===== src/rtl/id_ex_stage.sv =====
// ID/EX pipeline register with EX-side operand forwarding,
// capture-time WB bypass and load-use stall generation.
module id_ex_stage #(
    parameter int DW = 32,
    parameter int RW = 5
) (
    input  logic          Clk,
    input  logic          Reset,
    input  logic          ID_Valid,
    input  logic [3:0]    ID_ALUControl,
    input  logic [DW-1:0] ID_ReadData1,
    input  logic [DW-1:0] ID_ReadData2,
    input  logic [DW-1:0] ID_Imm,
    input  logic          ID_ALUSrc,
    input  logic          ID_RegDst,
    input  logic [RW-1:0] ID_Rs,
    input  logic [RW-1:0] ID_Rt,
    input  logic [RW-1:0] ID_Rd,
    input  logic          ID_RegWrite,
    input  logic          ID_MemRead,
    input  logic          ID_MemWrite,
    input  logic          ID_MemToReg,
    input  logic          Flush,
    input  logic          MEM_RegWrite,
    input  logic [RW-1:0] MEM_WriteReg,
    input  logic [DW-1:0] MEM_ALUResult,
    input  logic          WB_RegWrite,
    input  logic [RW-1:0] WB_WriteReg,
    input  logic [DW-1:0] WB_WriteData,
    output logic          Stall,
    output logic          EX_Valid,
    output logic [3:0]    EX_ALUControl,
    output logic [DW-1:0] EX_A,
    output logic [DW-1:0] EX_B,
    output logic [DW-1:0] EX_StoreData,
    output logic [RW-1:0] EX_WriteReg,
    output logic          EX_RegWrite,
    output logic          EX_MemRead,
    output logic          EX_MemWrite,
    output logic          EX_MemToReg
);

    typedef struct packed {
        logic          valid;
        logic [3:0]    alu_ctl;
        logic [DW-1:0] rd1;
        logic [DW-1:0] rd2;
        logic [DW-1:0] imm;
        logic          alu_src;
        logic [RW-1:0] rs;
        logic [RW-1:0] rt;
        logic [RW-1:0] write_reg;
        logic          reg_write;
        logic          mem_read;
        logic          mem_write;
        logic          mem_to_reg;
    } ex_t;

    ex_t q;
    ex_t cap;
    ex_t nxt;

    logic hazard;
    logic rs_use;
    logic rt_use;
    logic wb_byp_rs;
    logic wb_byp_rt;

    logic mem_hit_a;
    logic mem_hit_b;
    logic wb_hit_a;
    logic wb_hit_b;
    logic [DW-1:0] fwd_a;
    logic [DW-1:0] fwd_b;

    // load-use: the loaded rt is needed by the instruction in ID
    always_comb begin
        rs_use = (q.rt == ID_Rs);
        rt_use = (q.rt == ID_Rt) && (!ID_ALUSrc || ID_MemWrite);
        hazard = q.valid && q.mem_read && (q.rt != '0)
                 && ID_Valid && (rs_use || rt_use);
        Stall  = hazard && !Flush;
    end

    // register file writes this cycle are not yet visible in ReadData
    always_comb begin
        wb_byp_rs = WB_RegWrite && (WB_WriteReg != '0)
                    && (WB_WriteReg == ID_Rs);
        wb_byp_rt = WB_RegWrite && (WB_WriteReg != '0)
                    && (WB_WriteReg == ID_Rt);
    end

    always_comb begin
        cap            = '0;
        cap.valid      = ID_Valid;
        cap.alu_ctl    = ID_ALUControl;
        cap.rd1        = wb_byp_rs ? WB_WriteData : ID_ReadData1;
        cap.rd2        = wb_byp_rt ? WB_WriteData : ID_ReadData2;
        cap.imm        = ID_Imm;
        cap.alu_src    = ID_ALUSrc;
        cap.rs         = ID_Rs;
        cap.rt         = ID_Rt;
        cap.write_reg  = ID_RegDst ? ID_Rd : ID_Rt;
        cap.reg_write  = ID_RegWrite;
        cap.mem_read   = ID_MemRead;
        cap.mem_write  = ID_MemWrite;
        cap.mem_to_reg = ID_MemToReg;
    end

    always_comb begin
        nxt = cap;
        if (Flush || Stall) begin
            nxt = '0;
        end
    end

    always_ff @(posedge Clk) begin
        if (!Reset) begin
            q <= '0;
        end else begin
            q <= nxt;
        end
    end

    always_comb begin
        mem_hit_a = MEM_RegWrite && (MEM_WriteReg != '0)
                    && (MEM_WriteReg == q.rs);
        mem_hit_b = MEM_RegWrite && (MEM_WriteReg != '0)
                    && (MEM_WriteReg == q.rt);
        wb_hit_a  = WB_RegWrite && (WB_WriteReg != '0)
                    && (WB_WriteReg == q.rs);
        wb_hit_b  = WB_RegWrite && (WB_WriteReg != '0)
                    && (WB_WriteReg == q.rt);
    end

    // MEM holds the younger result, so it outranks WB
    always_comb begin
        fwd_a = q.rd1;
        if (q.valid) begin
            case (1'b1)
                mem_hit_a: fwd_a = MEM_ALUResult;
                wb_hit_a:  fwd_a = WB_WriteData;
                default:   fwd_a = q.rd1;
            endcase
        end
    end

    always_comb begin
        fwd_b = q.rd2;
        if (q.valid) begin
            case (1'b1)
                mem_hit_b: fwd_b = MEM_ALUResult;
                wb_hit_b:  fwd_b = WB_WriteData;
                default:   fwd_b = q.rd2;
            endcase
        end
    end

    always_comb begin
        EX_Valid      = q.valid;
        EX_ALUControl = q.alu_ctl;
        EX_A          = fwd_a;
        EX_B          = q.alu_src ? q.imm : fwd_b;
        EX_StoreData  = fwd_b;
        EX_WriteReg   = q.write_reg;
        EX_RegWrite   = q.reg_write;
        EX_MemRead    = q.mem_read;
        EX_MemWrite   = q.mem_write;
        EX_MemToReg   = q.mem_to_reg;
    end

endmodule


===== config.mk =====
export PLATFORM = sky130hd
export DESIGN_NAME = id_ex_stage
export DESIGN_NICKNAME = d
export VERILOG_FILES = /design/src/rtl/id_ex_stage.sv
export SDC_FILE = /design/constraint.sdc
export NUM_CORES = 1
export LEC_CHECK = 0
export ABC_AREA = 1
export CAP_MARGIN = 25
export CORE_MARGIN = 2
export CORE_UTILIZATION = 48
export DETAILED_ROUTE_END_ITERATION = 7
export HOLD_SLACK_MARGIN = 0.06
export PLACE_DENSITY_LB_ADDON = 0.08
export SYNTH_ARGS = -nofsm -noshare
export SYNTH_HDL_FRONTEND = slang
export SYNTH_SLANG_ARGS = --single-unit

===== constraint.sdc =====
create_clock -name Clk -period 2.58 [get_ports Clk]
set_input_delay 0.516 -clock Clk [delete_from_list [all_inputs] [get_ports Clk]]
set_output_delay 0.516 -clock Clk [all_outputs]
set_load 0.01 [all_outputs]

==> results list, run 1 <==
* Met2 track demand over resource: 0.607
* Placed Cells: around 1,900
* Sum of overflow across all layers after global routing: 0
- No sink is reached through more buffers than the 2 on the longest clock path.
- Cell area after synthesis: ~8000 um2
- STA classifies the critical path endpoint as an output pin.
- The share of synthesized area in the top cell type comes to 0.302.
- STA puts the critical path data required time at just over 2 ns.
- After routing, the total negative slack on setup checks comes to -8.63 ns.
- The layout has 937 filler cells.
- The clock reaches the later pin of the worst-skew pair after 0.44 ns.
- Along the worst hold path, the cell count comes to 3.
- Data arrives at the worst endpoint at 2.26 ns.
- Die Wd: 133 um
- Met3 Use GR: 0.0944
* Cells taking the most area after synthesis: sky130_fd_sc_hd__dfxtp_1, sky130_fd_sc_hd__nand2_1, sky130_fd_sc_hd__nand3_1, sky130_fd_sc_hd__inv_1, sky130_fd_sc_hd__nor2_1
* Level count of the clock H-tree: 4
- In the global route stage, met1 resource usage came out at 0.429.
* Number of flip-flops and latches in the synthesized netlist: roughly 120
* Synth cell types: 29
* Synthesized area divided by synthesized cell count: 5.83 um2
* Vertical die dimension: around 130 um
- Number of placement rows: 47
- Post-Syn Instances: 1,375
* Number of buffers created by CTS: 17
- Post-route minimum period: 2.77 ns
- Layout area overhead: 76.6%
* Endpoints failing setup: between 80 and 90
- First-pass GRT wire length: 50,800 um
* Depth of the most critical reg-to-reg path: 8
- In the final routed layout, each cell accounts on average for roughly 19 um.
- Number of primary I/O pins: 312
* Final Total Pwr: 0.00599 W
* Critical path, cell by cell: xor2_1 -> nor2_4 -> buf_4 -> nand3_1 -> nand3_2 -> nand2_2 -> nand2_2 -> nand2_1 -> nand2_1 -> buf_2
* Power per standard cell area: between 400 and 500 nW/um2
* Die area: 17,700 um2
- The count of endpoints failing hold in the final timing report was 0.
* Final core utilization: 0.859
- Number of buffers and inverters on the critical path: 2
- Total Wirelength: 37,500 um
* Flop-to-flop setup slack: 0.56 ns
- Across all layers, the routed design uses 10,900 vias.
* Worst IR Drop VDD: 519 uV
* Reg clk slew, reported paths: 0.06 ns
- Area of the placeable core: 16,500 um2
* Overall fraction of global-route tracks in use: 0.361
- The number of global-route vias before repair is around 9,900.
- The net count of the finished layout is 1,950.
- In this run the tool buffered the top-level ports with 311 buffer cells.
* Worst-margin pin slew: 0.404 ns
* Cell depth of the worst setup path: 10
- Final count of pins violating max slew: 0
- Setup repair after global routing missed its margin: true
* CTS tree: yes
- Sinks on the clock net: 121
- Busiest layer in global routing: met2
* Result of the run: complete, but fails checks
- Along the worst path, the maximum fanout reaches 13.
- Once detail routing completed, the nets flagged for antenna violations numbered 0.
* CP Class: reg2out
* Synth Warn #: 0
- GP Congestion: between 0.9 and 1
* Period utilisation layout: 1.08
- Among cell families on the critical path, the largest total delay comes from simple AND/OR/NAND/NOR gates.
- The final reports fail on negative setup slack.
- In this run the worst hold path is classified as in2reg.
- For this run, the slowest stage of the critical path takes 0.45 ns.
- Pin count of the biggest net entering global routing: 58
- Measured against its own limit, the worst slew margin works out to 0.731.
- Across the routed clock network, the largest skew measured is roughly 0.01 ns.
- Of the synthesized area, sequential elements account for 0.302.
* Clk root buf: sky130_fd_sc_hd__clkbuf_16
- Final routed DRC violation total: 0
- In the routed layout, each cell is associated on average with a via count of 5.49.
- The multi-input combinational cells in the finished layout cover a total of 5380 um2.
- In the final layout, the share of cells above drive strength 1 is 0.319.
- The number of nets handed over by synthesis was 1,576.
* Starting Density: 0.487
* Initial DRT Pass Iterations: 6
* Highest Clock Rate: 360 MHz
- Detailed placement ended at an HPWL of 20,300 um.
- Post-layout worst setup margin: -0.195 ns
- After the flow finishes, the layout carries non-filler instances totaling 1,984.
- Across the whole layout, storage elements account for 2440 um2.
- Summed over all instances, the cell type with the most area after synthesis is sky130_fd_sc_hd__dfxtp_1.
* Max Cap Viol: 0
* Reported leakage power: about 7.6 nW
- After the first detailed-routing iteration, the DRC count stood at 1,231.
- Hold_buf cts: 0
- Startpoint Class: register
- The initial antenna violation count was 2.
* Slowest cell on crit path: sky130_fd_sc_hd__dfxtp_1
## through the flow
stage / setup WS [ns] / hold WS (ns) / cell area (um2)
after floorplan: 0.350 / 0.628 / 8010
after global placement: -0.741 / 1.04 / 11600
after detailed placement: -0.770 / 1.05 / 11600
after CTS: -0.135 / 0.599 / 13000
after global routing: -0.277 / 0.597 / 14200
final: -0.195 / 0.599 / 14200
## area by class of cell
| cell class | instances | share of cell area |
|---|---|---|
| well taps | 220 | 0.0195 |
| diodes | 2 | 0.000354 |
| clock buffers | 22 | 0.0335 |
| inverters | 223 | 0.0595 |
| clock inverters | 10 | 0.00840 |
| flip-flops and latches | 121 | 0.172 |
| repair buffers | 450 | 0.326 |
| multi-input cells | 936 | 0.380 |
## worst reg2reg max path: cells and delay by family (launching register included)
kind          cells  cell delay (ns)
buf+inv           3             0.77
flops             1             0.55
simple gates      5             0.57
## routing by layer
layer  wire length, um  share of wire
met1             13100           0.35
met2             17200           0.46
met3              4150           0.11
met4              3040          0.081
met5                 0              0
## path summary, 6_finish.rpt
check	start	endpoint
worst max-delay path	q[13]	EX_B[0]
worst max register to register	EX_Valid	q[64]
worst min-delay path	ID_Imm[3]	q[23]
worst min register to register	EX_MemRead	q[9]
## flip-flops by register name (all words and copies together) (netlist names)
name / count
EX_MemWrite: 1
EX_MemRead: 1
EX_RegWrite: 1
EX_MemToReg: 1
EX_ALUControl: 4
q: 107
EX_Valid: 1
EX_WriteReg: 5
## synth_stat cells, drive strengths merged
cell type / count
nand2: 482
inv: 223
nand3: 204
nor2: 139
dfxtp: 121
buf: 80
o21ai: 65
clkbuf: 15
xnor2: 14
xor2: 14
a21oi: 10
nor3: 6
nand3b: 1
or2: 1
## layout by cell type (no fill, tap or decap), types with 8 or more instances in the layout
master	instances
sky130_fd_sc_hd__buf_12	30
sky130_fd_sc_hd__o21ai_2	10
sky130_fd_sc_hd__nand2_4	37
sky130_fd_sc_hd__nand2_2	87
sky130_fd_sc_hd__clkdlybuf4s50_1	202
sky130_fd_sc_hd__nand3_1	91
sky130_fd_sc_hd__buf_2	66
sky130_fd_sc_hd__clkbuf_16	24
sky130_fd_sc_hd__inv_1	215
sky130_fd_sc_hd__xnor2_1	8
sky130_fd_sc_hd__buf_6	62
sky130_fd_sc_hd__nor2_1	133
sky130_fd_sc_hd__nand3_2	104
sky130_fd_sc_hd__xor2_1	12
sky130_fd_sc_hd__buf_4	68
sky130_fd_sc_hd__dfxtp_1	114
sky130_fd_sc_hd__o21ai_1	54
sky130_fd_sc_hd__nand3_4	9
sky130_fd_sc_hd__nand2_1	355
sky130_fd_sc_hd__a21oi_1	9
## cell families (layout without fill, tap and decap cells)
group | after synthesis | count (layout) | synth area share
buf+inv | 318 | 705 | 0.179
simple gates | 833 | 833 | 0.436
xor+xnor | 28 | 28 | 0.0306
compound gates | 75 | 75 | 0.0529
flops | 121 | 121 | 0.302
other cells | 0 | 2 | 0
## power breakdown
| part | leakage [nW] | switching [W] | total, W | internal, W |
|---|---|---|---|---|
| Sequential | 0.998 | 0.0000566 | 0.00200 | 0.00195 |
| Combinational | 6.29 | 0.000790 | 0.00155 | 0.000761 |
| Clock | 0.271 | 0.000944 | 0.00244 | 0.00150 |
| Total | 7.56 | 0.00179 | 0.00599 | 0.00420 |
## repair_timing
action | CTS | global route
pin swaps | 46 | 108
gates cloned | 15 | 8
buffers inserted | 32 | 14
setup endpoints to repair | 97 | 97
resized for setup | 555 | 301
No activity file was read; power rests on OpenSTA's default activity.
==> run 2: changes to the inputs <==
==> constraint.sdc (replaced) <==
create_clock -name Clk -period 3.2 [get_ports Clk]
set_input_delay 0.64 -clock Clk [delete_from_list [all_inputs] [get_ports Clk]]
set_output_delay 0.64 -clock Clk [all_outputs]
set_load 0.01 [all_outputs]
==> results list, run 2 (synthesis results as in run 1) <==
- Result of the run: finished, final reports clean
* Reported leakage power: 7.10 nW (-6.1%)
- Placed Cells: 1,866 (-1.4%)
* Hold_buf cts: 0 (unchanged)
- Clk_skew: 0.00470 ns (-0.00557 ns)
- Vertical die dimension: 133 um (unchanged)
- The area used by multi-input combinational logic is 4240 um2 (-21%).
* Hold Worst Slack: 0.744 ns (+0.146 ns)
- Post-route ant nets: 0 (unchanged)
- Number of primary I/O pins: 312 (unchanged)
* Number of filler cells placed in the layout: 1,407 (+50%)
- The die footprint is 17,700 um2 (unchanged).
- Pin count of the biggest net entering global routing: 65 (+12%)
- Most common cell after layout, fill and taps aside: sky130_fd_sc_hd__nand2_1
- Pre-CTS setup slack: -0.441 ns (+0.328 ns)
- Among the stages of the critical path, the cell type that occurs most often is sky130_fd_sc_hd__nand2_1.
- Cell depth of the worst setup path: 13 (+3)
- The overflow left after global routing was 0 (unchanged).
* Final routed DRC violation total: 0 (unchanged)
- Vias in the first global route: 8,835 (-11%)
* WHS Path Cells: 3 (unchanged)
* Area of the placeable core: 16,500 um2 (unchanged)
- The tightest slew margin relative to the limit is 0.521 (-0.209).
- Of the available clock period, the critical path in the final layout requires 0.980.
* I/O Buffers: 311 (unchanged)
* DRC marker count from the first detailed-route iteration: 963 (-22%)
- The post-detailed-route wirelength per cell was 15.0 um (-21%).
- Layout net count: 1,875 (-3.8%)
* Max Fanout on Critical Path: 8 (-5)
* Setup repair after global routing missed its margin: true
* Via Count: 9,438 (-13%)
* Worst-margin pin slew: 0.718 ns (+0.314 ns)
* Initial DRT Pass Iterations: 6 (unchanged)
- The maximum cell stage delay along the critical path was 0.47 ns (+0.02 ns).
- The fraction of final layout cells sized beyond drive strength 1 came to 0.0914 (-0.228).
- The effective utilization at floorplan came to 0.487 (unchanged).
* Post-route minimum period: 3.14 ns
* Sequential cell area: 2430 um2 (-0.51%)
- Worst hold path startpoint: ID_MemToReg
- The count of maximum capacitance violations came to 0 (unchanged).
- The final core utilization came to 0.741 (-0.118).
* Antenna violations before repair: 0 (-2)
* Most frequent cells in the layout: sky130_fd_sc_hd__nand2_1, sky130_fd_sc_hd__inv_1, sky130_fd_sc_hd__clkdlybuf4s50_1
- Kind of path behind the tightest hold check: in2reg
* Source of the worst register-to-register timing path: q[13]
- The setup path with the least slack is of type in2out.
- GP Congestion: 0.931 (+2.7%)
- Overall fraction of global-route tracks in use: 0.315 (-0.0467)
* Routed vias/inst: 4.95 (-9.8%)
* Post-layout worst setup margin: 0.0639 ns (+0.258 ns)
- Among cell families on the critical path, the largest total delay comes from buffers and inverters.
- The number of clock sinks was 121 (unchanged).
- The final cell count without fillers came to 1,905 (-4.0%).
- Clk root buf: sky130_fd_sc_hd__clkbuf_16
* Startpoint Class: input pin
* Layout area overhead: 52.3%
* Antenna diode instance count: 0 (-2)
- Most flop-heavy register: q
* Number of flip-flops under the largest register name: 107 (unchanged)
* Level count of the clock H-tree: 4 (unchanged)
- Highest Clock Rate: 319 MHz
- Endpoints failing setup: 0 (-100%)
- The slack of the worst reg-to-reg path came to 1.29 ns (+0.73 ns).
- Endpoint of the worst hold path: EX_MemToReg
- Arrival time of data at the critical path endpoint: 2.50 ns (+0.24 ns)
- The worst IR drop on VDD was 356 uV (-31%).
- The row count is 47 (unchanged).
* Critical path required time: 2.56 ns (+0.50 ns)
- The post-detailed-placement half-perimeter wirelength was 20,100 um (-1.2%).
* Reg clk slew, reported paths: 0.05 ns (about the same)
- The final max-slew violation count was 0 (unchanged).
- Total Wirelength: 28,600 um (-24%)
- For this design, the slowest cell found on the critical path is sky130_fd_sc_hd__clkdlybuf4s50_1.
- The setup TNS after final layout came to 0 ns (+8.63 ns).
- Longest Clk Path Bufs: 2 (unchanged)
* Clock insertion delay at the later pin of the skew report: 0.42 ns (-0.02 ns)
- Die Wd: 133 um (unchanged)
- Crit Reg-Reg Endpoint: q[107]
* Hold violation total from the final report: 0 (unchanged)
- TritonCTS built the clock tree.
- Critical path, cell by cell: clkdlybuf4s50_1 -> nand2_2 -> buf_4 -> nor2_4 -> buf_12 -> clkbuf_16 -> nand3_1 -> nand2_1 -> inv_1 -> nand2_1 -> nand2_1 -> buf_4 -> dlygate4sd2_1
- The power density over cell area is 362 nW/um2 (-15%).
- Number of buffers created by CTS: 17 (unchanged)
- First-pass GRT wire length: 44,500 um (-12%)
- The worst setup path is captured at an output pin.
- Number of buffers and inverters on the critical path: 7 (+5)
* Depth of the most critical reg-to-reg path: 9 (+1)
==> run 2: changes by cell type in the layout (fill, tap and decap cells not counted), moves of 34 or more <==
cell / delta
sky130_fd_sc_hd__nand3_2: -102
sky130_fd_sc_hd__dlymetal6s2s_1: +34
sky130_fd_sc_hd__nand2_4: -35
sky130_fd_sc_hd__buf_6: -58
sky130_fd_sc_hd__buf_2: -64
sky130_fd_sc_hd__nand2_2: -81
sky130_fd_sc_hd__dlygate4sd2_1: +40
sky130_fd_sc_hd__nand2_1: +118
sky130_fd_sc_hd__nand3_1: +109
==> run 2: cell type report <==
class | instances | area share
Clock buffer | 21 | 0.0385
Clock inverter | 9 | 0.00615
Inverter | 223 | 0.0686
Timing Repair Buffer | 375 | 0.318
Multi-Input combinational cell | 936 | 0.347
Tap cell | 220 | 0.0226
Sequential cell | 121 | 0.199
==> run 2: per-stage QoR <==
| step | instance area, um2 | total power (W) |
|---|---|---|
| floorplan | 8010 | 0.00210 |
| global placement | 11400 | 0.00264 |
| detailed placement | 11400 | 0.00265 |
| CTS | 12100 | 0.00442 |
| global route | 12200 | 0.00459 |
| finish | 12200 | 0.00442 |
==> run 2: worst max-delay path by stage <==
stage                         startpoint               end  slack (ns)
final                       MEM_RegWrite  EX_StoreData[30]        0.06
after global routing      WB_WriteReg[0]  EX_StoreData[10]       -0.02
after CTS                   MEM_RegWrite   EX_StoreData[3]       0.001
after detailed placement  WB_WriteReg[3]          EX_B[11]       -0.44
after global placement    WB_WriteReg[3]          EX_B[11]       -0.39
after floorplan           WB_WriteReg[3]          EX_B[10]        0.72
==> run 2: power by group <==
| part | switching (W) | internal [W] |
|---|---|---|
| Clock | 0.000693 | 0.00111 |
| Combinational | 0.000499 | 0.000510 |
| Sequential | 0.0000342 | 0.00157 |
==> run 2: what timing repair did <==
action,CTS,global route
endpoints found under the setup margin,96,58
pin swaps,8,3
setup buffers,2,4
gates resized for setup,100,82
gates cloned,2,2
==> run 2: tightest hold or removal path, delay by kind of cell <==
kind                   cells  cell delay, ns
and+or+nand+nor            1            0.03
buffers and inverters      2            0.44
==> run 2: per-layer routing <==
layer	vias to the layer above	wire length, um	track usage
met3	67	2740	0.0677
li1	4726	-	-
met2	496	13500	0.542
met1	4149	11400	0.386
met5	-	0	0
met4	0	941	0.120
